**src/rtl/sha256_stream.sv**
```systemverilog
// sha256_stream: multi-block SHA-256 compression engine with valid/ready streaming.
// The host supplies pre-padded 512-bit blocks, and the engine chains H across the blocks
// of one message. When DOUBLE_EN=1, it can optionally re-hash the digest in-engine (sha256d).
// UNROLL rounds are computed per clock.
// Ports:
//   clk, rst         clock (rising edge), async active-high reset
//   in_valid/ready   block handshake; in_ready is high only in IDLE
//   in_block         padded block, W0 at [511:480]
//   in_first/last    message boundaries; in_dbl is sampled with in_last
//   out_valid/ready  digest handshake; out_hash is held until it is accepted
//   out_hash         digest H0..H7, H0 at [255:224]
//   busy             high whenever the engine is not IDLE
module sha256_stream #(
   parameter int unsigned UNROLL    = 1,
   parameter int unsigned DOUBLE_EN = 1
) (
   input  logic         clk,
   input  logic         rst,
   input  logic         in_valid,
   output logic         in_ready,
   input  logic [511:0] in_block,
   input  logic         in_first,
   input  logic         in_last,
   input  logic         in_dbl,
   output logic         out_valid,
   input  logic         out_ready,
   output logic [255:0] out_hash,
   output logic         busy
);

   localparam int unsigned WW  = 32;
   localparam int unsigned RCW = 6;
   localparam logic [RCW-1:0] RND_STEP = RCW'(UNROLL);
   localparam logic [RCW-1:0] RND_LAST = RCW'(64 - UNROLL);

   if (UNROLL != 1 && UNROLL != 2 && UNROLL != 4 && UNROLL != 8 && UNROLL != 16) begin : g_bad_unroll
      $error("sha256_stream: illegal UNROLL=%0d (legal: 1,2,4,8,16)", UNROLL);
   end

   localparam logic [0:7][WW-1:0] IV = {
      32'h6a09e667, 32'hbb67ae85, 32'h3c6ef372, 32'ha54ff53a,
      32'h510e527f, 32'h9b05688c, 32'h1f83d9ab, 32'h5be0cd19};

   localparam logic [0:63][WW-1:0] K_TAB = {
      32'h428a2f98, 32'h71374491, 32'hb5c0fbcf, 32'he9b5dba5, 32'h3956c25b, 32'h59f111f1, 32'h923f82a4, 32'hab1c5ed5,
      32'hd807aa98, 32'h12835b01, 32'h243185be, 32'h550c7dc3, 32'h72be5d74, 32'h80deb1fe, 32'h9bdc06a7, 32'hc19bf174,
      32'he49b69c1, 32'hefbe4786, 32'h0fc19dc6, 32'h240ca1cc, 32'h2de92c6f, 32'h4a7484aa, 32'h5cb0a9dc, 32'h76f988da,
      32'h983e5152, 32'ha831c66d, 32'hb00327c8, 32'hbf597fc7, 32'hc6e00bf3, 32'hd5a79147, 32'h06ca6351, 32'h14292967,
      32'h27b70a85, 32'h2e1b2138, 32'h4d2c6dfc, 32'h53380d13, 32'h650a7354, 32'h766a0abb, 32'h81c2c92e, 32'h92722c85,
      32'ha2bfe8a1, 32'ha81a664b, 32'hc24b8b70, 32'hc76c51a3, 32'hd192e819, 32'hd6990624, 32'hf40e3585, 32'h106aa070,
      32'h19a4c116, 32'h1e376c08, 32'h2748774c, 32'h34b0bcb5, 32'h391c0cb3, 32'h4ed8aa4a, 32'h5b9cca4f, 32'h682e6ff3,
      32'h748f82ee, 32'h78a5636f, 32'h84c87814, 32'h8cc70208, 32'h90befffa, 32'ha4506ceb, 32'hbef9a3f7, 32'hc67178f2};

   typedef enum logic [2:0] {S_IDLE, S_ROUND, S_FINAL, S_DBL_LOAD, S_OUT} state_t;

   function automatic logic [WW-1:0] bsig0(input logic [WW-1:0] x);
      return {x[1:0], x[31:2]} ^ {x[12:0], x[31:13]} ^ {x[21:0], x[31:22]};
   endfunction
   function automatic logic [WW-1:0] bsig1(input logic [WW-1:0] x);
      return {x[5:0], x[31:6]} ^ {x[10:0], x[31:11]} ^ {x[24:0], x[31:25]};
   endfunction
   function automatic logic [WW-1:0] ssig0(input logic [WW-1:0] x);
      return {x[6:0], x[31:7]} ^ {x[17:0], x[31:18]} ^ {3'b0, x[31:3]};
   endfunction
   function automatic logic [WW-1:0] ssig1(input logic [WW-1:0] x);
      return {x[16:0], x[31:17]} ^ {x[18:0], x[31:19]} ^ {10'b0, x[31:10]};
   endfunction

   state_t         state_q;
   logic [RCW-1:0] rnd_q;
   logic           chain_vld_q, last_q, dbl_q;
   logic           in_ready_q, out_valid_q, busy_q;
   logic [WW-1:0]  h_q [8];
   logic [WW-1:0]  v_q [8];     // working variables a..h
   logic [WW-1:0]  w_q [16];    // schedule window, w_q[0] = W[rnd_q]
   logic [WW-1:0]  v_d [8];
   logic [WW-1:0]  w_d [16];

   // UNROLL chained rounds. The window is extended by UNROLL fresh words, and the
   // next window is those words shifted down by UNROLL.
   always_comb begin
      logic [WW-1:0] e [16+UNROLL];
      logic [WW-1:0] s [8];
      logic [WW-1:0] t1, t2;
      t1 = '0;
      t2 = '0;
      for (int i = 0; i < 16; i++) e[i] = w_q[i];
      for (int j = 0; j < int'(UNROLL); j++)
         e[16+j] = ssig1(e[14+j]) + e[9+j] + ssig0(e[1+j]) + e[j];
      s = v_q;
      for (int u = 0; u < int'(UNROLL); u++) begin
         t1 = s[7] + bsig1(s[4]) + ((s[4] & s[5]) ^ (~s[4] & s[6]))
              + K_TAB[rnd_q + RCW'(u)] + e[u];
         t2 = bsig0(s[0]) + ((s[0] & s[1]) ^ (s[0] & s[2]) ^ (s[1] & s[2]));
         s[7] = s[6];
         s[6] = s[5];
         s[5] = s[4];
         s[4] = s[3] + t1;
         s[3] = s[2];
         s[2] = s[1];
         s[1] = s[0];
         s[0] = t1 + t2;
      end
      v_d = s;
      for (int i = 0; i < 16; i++) w_d[i] = e[i + int'(UNROLL)];
   end

   // Control FSM and datapath registers
   always_ff @(posedge clk or posedge rst) begin
      if (rst) begin
         state_q     <= S_IDLE;
         rnd_q       <= '0;
         chain_vld_q <= 1'b0;
         last_q      <= 1'b0;
         dbl_q       <= 1'b0;
         in_ready_q  <= 1'b0;
         out_valid_q <= 1'b0;
         busy_q      <= 1'b0;
         for (int i = 0; i < 8; i++) begin
            h_q[i] <= '0;
            v_q[i] <= '0;
         end
         for (int i = 0; i < 16; i++) w_q[i] <= '0;
      end else begin
         case (state_q)
            S_IDLE: begin
               in_ready_q <= 1'b1;
               if (in_valid && in_ready_q) begin
                  for (int i = 0; i < 16; i++) w_q[i] <= in_block[32*(15-i) +: 32];
                  // A new message, or one without a live chain, starts from the IV.
                  for (int i = 0; i < 8; i++) begin
                     if (in_first || !chain_vld_q) begin
                        h_q[i] <= IV[i];
                        v_q[i] <= IV[i];
                     end else begin
                        v_q[i] <= h_q[i];
                     end
                  end
                  last_q     <= in_last;
                  dbl_q      <= (DOUBLE_EN != 0) && in_last && in_dbl;
                  rnd_q      <= '0;
                  in_ready_q <= 1'b0;
                  busy_q     <= 1'b1;
                  state_q    <= S_ROUND;
               end
            end
            S_ROUND: begin
               v_q   <= v_d;
               w_q   <= w_d;
               rnd_q <= rnd_q + RND_STEP;
               if (rnd_q == RND_LAST) state_q <= S_FINAL;
            end
            S_FINAL: begin
               for (int i = 0; i < 8; i++) h_q[i] <= h_q[i] + v_q[i];
               if (!last_q) begin
                  chain_vld_q <= 1'b1;
                  in_ready_q  <= 1'b1;
                  busy_q      <= 1'b0;
                  state_q     <= S_IDLE;
               end else begin
                  chain_vld_q <= 1'b0;
                  if (dbl_q) begin
                     state_q <= S_DBL_LOAD;
                  end else begin
                     out_valid_q <= 1'b1;
                     state_q     <= S_OUT;
                  end
               end
            end
            S_DBL_LOAD: begin
               // Second pass hashes the 256-bit digest as a single padded block.
               for (int i = 0; i < 8; i++) begin
                  w_q[i] <= h_q[i];
                  h_q[i] <= IV[i];
                  v_q[i] <= IV[i];
               end
               w_q[8] <= 32'h8000_0000;
               for (int i = 9; i < 15; i++) w_q[i] <= '0;
               w_q[15] <= 32'd256;
               dbl_q   <= 1'b0;
               rnd_q   <= '0;
               state_q <= S_ROUND;
            end
            S_OUT: begin
               if (out_ready) begin
                  out_valid_q <= 1'b0;
                  chain_vld_q <= 1'b0;
                  in_ready_q  <= 1'b1;
                  busy_q      <= 1'b0;
                  state_q     <= S_IDLE;
               end
            end
            default: state_q <= S_IDLE;
         endcase
      end
   end

   assign in_ready  = in_ready_q;
   assign out_valid = out_valid_q;
   assign busy      = busy_q;
   assign out_hash  = {h_q[0], h_q[1], h_q[2], h_q[3], h_q[4], h_q[5], h_q[6], h_q[7]};

endmodule

```
**config.mk**
```make
export PLATFORM = sky130hd
export DESIGN_NAME = sha256_stream
export DESIGN_NICKNAME = d
export VERILOG_FILES = /design/src/rtl/sha256_stream.sv
export SDC_FILE = /design/constraint.sdc
export NUM_CORES = 2
export LEC_CHECK = 0
export BUFFER_PORTS_ARGS = -buffer_cell sky130_fd_sc_hd__buf_2
export CORE_MARGIN = 1.5
export CORE_UTILIZATION = 35
export CTS_BUF_LIST = sky130_fd_sc_hd__clkbuf_8
export DETAILED_ROUTE_END_ITERATION = 10
export HOLD_SLACK_MARGIN = 0.05
export PLACE_DENSITY = 0.53
export SYNTH_ARGS = -nofsm -noshare
export SYNTH_HDL_FRONTEND = slang
export SYNTH_SLANG_ARGS = --single-unit
export TNS_END_PERCENT = 1
```
**constraint.sdc**
```tcl
create_clock -name clk -period 53.7 [get_ports clk]
set_clock_uncertainty 0.2 [all_clocks]
set_input_delay 10.74 -clock clk [delete_from_list [all_inputs] [get_ports clk]]
set_output_delay 10.74 -clock clk [all_outputs]
set_load 0.02 [all_outputs]
```
==> results.toml <==
[placement]
dpl.hpwl_mm = 272.2
gp_congestion = 0.9814
dp.cells = 11844
io_buffer_count = 777

[sta]
setup_violations = 0
relSlewSlack = 0.1096
min_period_ns = 15.08
hold_viol_final = 0
setup-tns-final_ns = 0
worst_pin_slew_ns = 1.336
min_period_over_period = 0.2809
max_freq_ghz = 0.06630
slew_viol_final = 0
grt_setup_unrepaired = "false"

[setup_path]
path_max_fanout = 232
path_cells = "buf_2 -> nand2_1 -> nor2_1 -> nor2_1 -> or2_4 -> buf_4 -> buf_12 -> buf_4 -> buf_4 -> o21ai_0"
r2r-start = "rnd_q[2]$_DFFE_PP0P_"
slowest_delay_ns = 0.96
end_kind = "flip-flop"
cp_common_cell = "buf_4"
required_ns = 54.31
crit_start = "in_valid"
arrival_ns = 15.69
cp_slowest_cell = "buf_4"
startpoint_type = "input port"
critPathKind = "input port to flip-flop"

[synthesis]
synth_adder_area_share = 0.1197
synth_top_family_by_area = "compound AO/OA/AOI/OAI gates"
synth_fp_nets = 9832
netlist_area_um2 = 74460
synth_xor_area_frac = 0.06787
synth_compound_area_frac = 0.2305
ys_ff_latch = 1039
synth_top_area_cell = "dfrtp_1"
synthSimpleGateAreaFrac = 0.1355
synth_area_leaders = "dfrtp_1 35%, ha_1 6.6%, a21oi_1 6.4%, o21ai_0 6.2%, fa_1 5.3%"
synth_ff_type = "dfrtp_1"
synth.avg_cell_area_um2 = 8.538
yosys-mux-area-fraction = 0.04305
async_flop_share = 1.000
yosys_warnings = 0
syn_inst = 8721
synth_top_area_share = 0.3492
ys_seq_area_frac = 0.3492
synth_edf_count = 0
ys_types = 90

[min_path]
worst_hold_path_type = "flip-flop to flip-flop"
hp-start = "w_d[40]$_DFFE_PP0P_"

[job]
max_cap_viol_count = 0

[routing]
drt_iter0_markers = 7360
first_pass_iters = 8
vias = 69808
drt_wl_total_mm = 353.8
detail_route.wl_per_cell_um = 28.93
viasPerCell = 5.709
ant_nets = 0
drc_errors = 0

[floorplan]
die_w_um = 464.2
core_area_um2 = 211700
die_y_um = 464.2
initial_core_util = 0.3518
io_pins = 778
rows = 169
die_area_um2 = 215500

[global_route]
grt_pass1_wl_mm = 497.9
grt_overflow = 0
grt_usage = 0.3190
antenna_found_initial = 55
grt_max_degree = 233
first_global_vias = 66516

[clock_network]
clk_pin_slew_worst_paths_ns = 0.06
holdBufCountCts = 0
worstSkewPairLatency_ns = 1.00
cts_tree = "yes"
cts.path.max_buffers = 3
clock-root-buffer = "clkbuf_8"
postCtsSetupRepairBufs = 0
cts_resized = 0
cts_sinks = 1039
cts_buffers = 195
htree_num_levels = 4

[final_layout]
final_common_cell = "dfrtp_1"
nets = 10331
layout-drive-gt1-share = 0.1373
mostFrequentLayoutCells = "1035 x dfrtp_1, 947 x a21oi_1, 923 x o21ai_0"
fin_cells = 12227
finish.utilization = 0.4012
syn_to_final_growth_pct = 14.04

[run_status]
status = "finished, final reports clean"
==> path summary, 6_finish.rpt <==
check                                  endpoint  slack (ns)  cells after the start
max                        w_d[181]$_DFFE_PP0P_       38.62                     10
min                         w_d[40]$_DFFE_PP0P_        0.27                      2
max reg2reg                v_d[223]$_DFFE_PP0P_       43.53                     36
min reg2reg                 w_d[40]$_DFFE_PP0P_        0.27                      2
max in group asynchronous   w_d[40]$_DFFE_PP0P_       39.10                      7
min in group asynchronous  w_d[335]$_DFFE_PP0P_        9.64                      2
==> synthesized netlist by cell type (99+ instances only) <==
cell type  count
xnor2_1      322
a21o_1       197
mux2i_1      264
clkbuf_1     552
nor3_1        99
o22ai_1      128
o21ai_0      923
a221oi_1     138
nor3b_1      203
nor2_1       805
nand2_1      852
a21oi_1      947
fa_1         197
inv_1        472
dfrtp_1     1039
xor2_1       255
ha_1         395
==> per-layer routing <==
metal,wire length (µm),track usage
met4,16990,0.1381
met5,44,0
met3,27940,0.06219
met1,152900,0.4386
met2,155900,0.4853
==> worst max-delay path, delay by kind of cell <==
kind	cells	cell delay, ns
AOI/OAI and AO/OA	1	0.23
buffers and inverters	5	3.24
and+or+nand+nor	4	1.03
==> logic make-up after synthesis <==
group	count (synthesis)
AND/OR/NAND/NOR	2265
multiplexers	304
AO/OA/AOI/OAI	2870
flip-flops	1039
buffers and inverters	1071
adder cells (fa/ha/maj)	595
XOR/XNOR	577
==> layout make-up <==
type                       count  area (µm²)
fill                       21611      126800
multi-input combinational   6611       44510
sequential                  1039       26010
timing repair buffer         899        4855
tap                         2821        3530
clock buffer                 250        3441
inverter                     474        1787
clock inverter               102       696.9
antenna                       31       77.57
==> stage by stage <==
stage          hold slack, ns  setup WS, ns  area [µm²]
2_1_floorplan          0.2408         13.52       74460
3_3_place_gp           0.2528         37.67       80700
3_5_place_dp           0.2620         37.61       80700
4_1_cts                0.2744         38.70       84840
5_1_grt                0.2903         38.20       84900
6_report               0.2717         38.62       84910
==> state kept, by name, indices dropped and copies added (netlist names) <==
name	flops
w_q	32
chain_vld_q	1
state_q	3
last_q	1
out_hash	256
rnd_q	6
busy	1
v_d	192
dbl_q	1
in_ready	1
w_d	480
v_q	64
out_valid	1
Power is left out: the tool's default activity adds up to more than one toggle a clock period on the data nets, which glitch-free logic cannot reach.
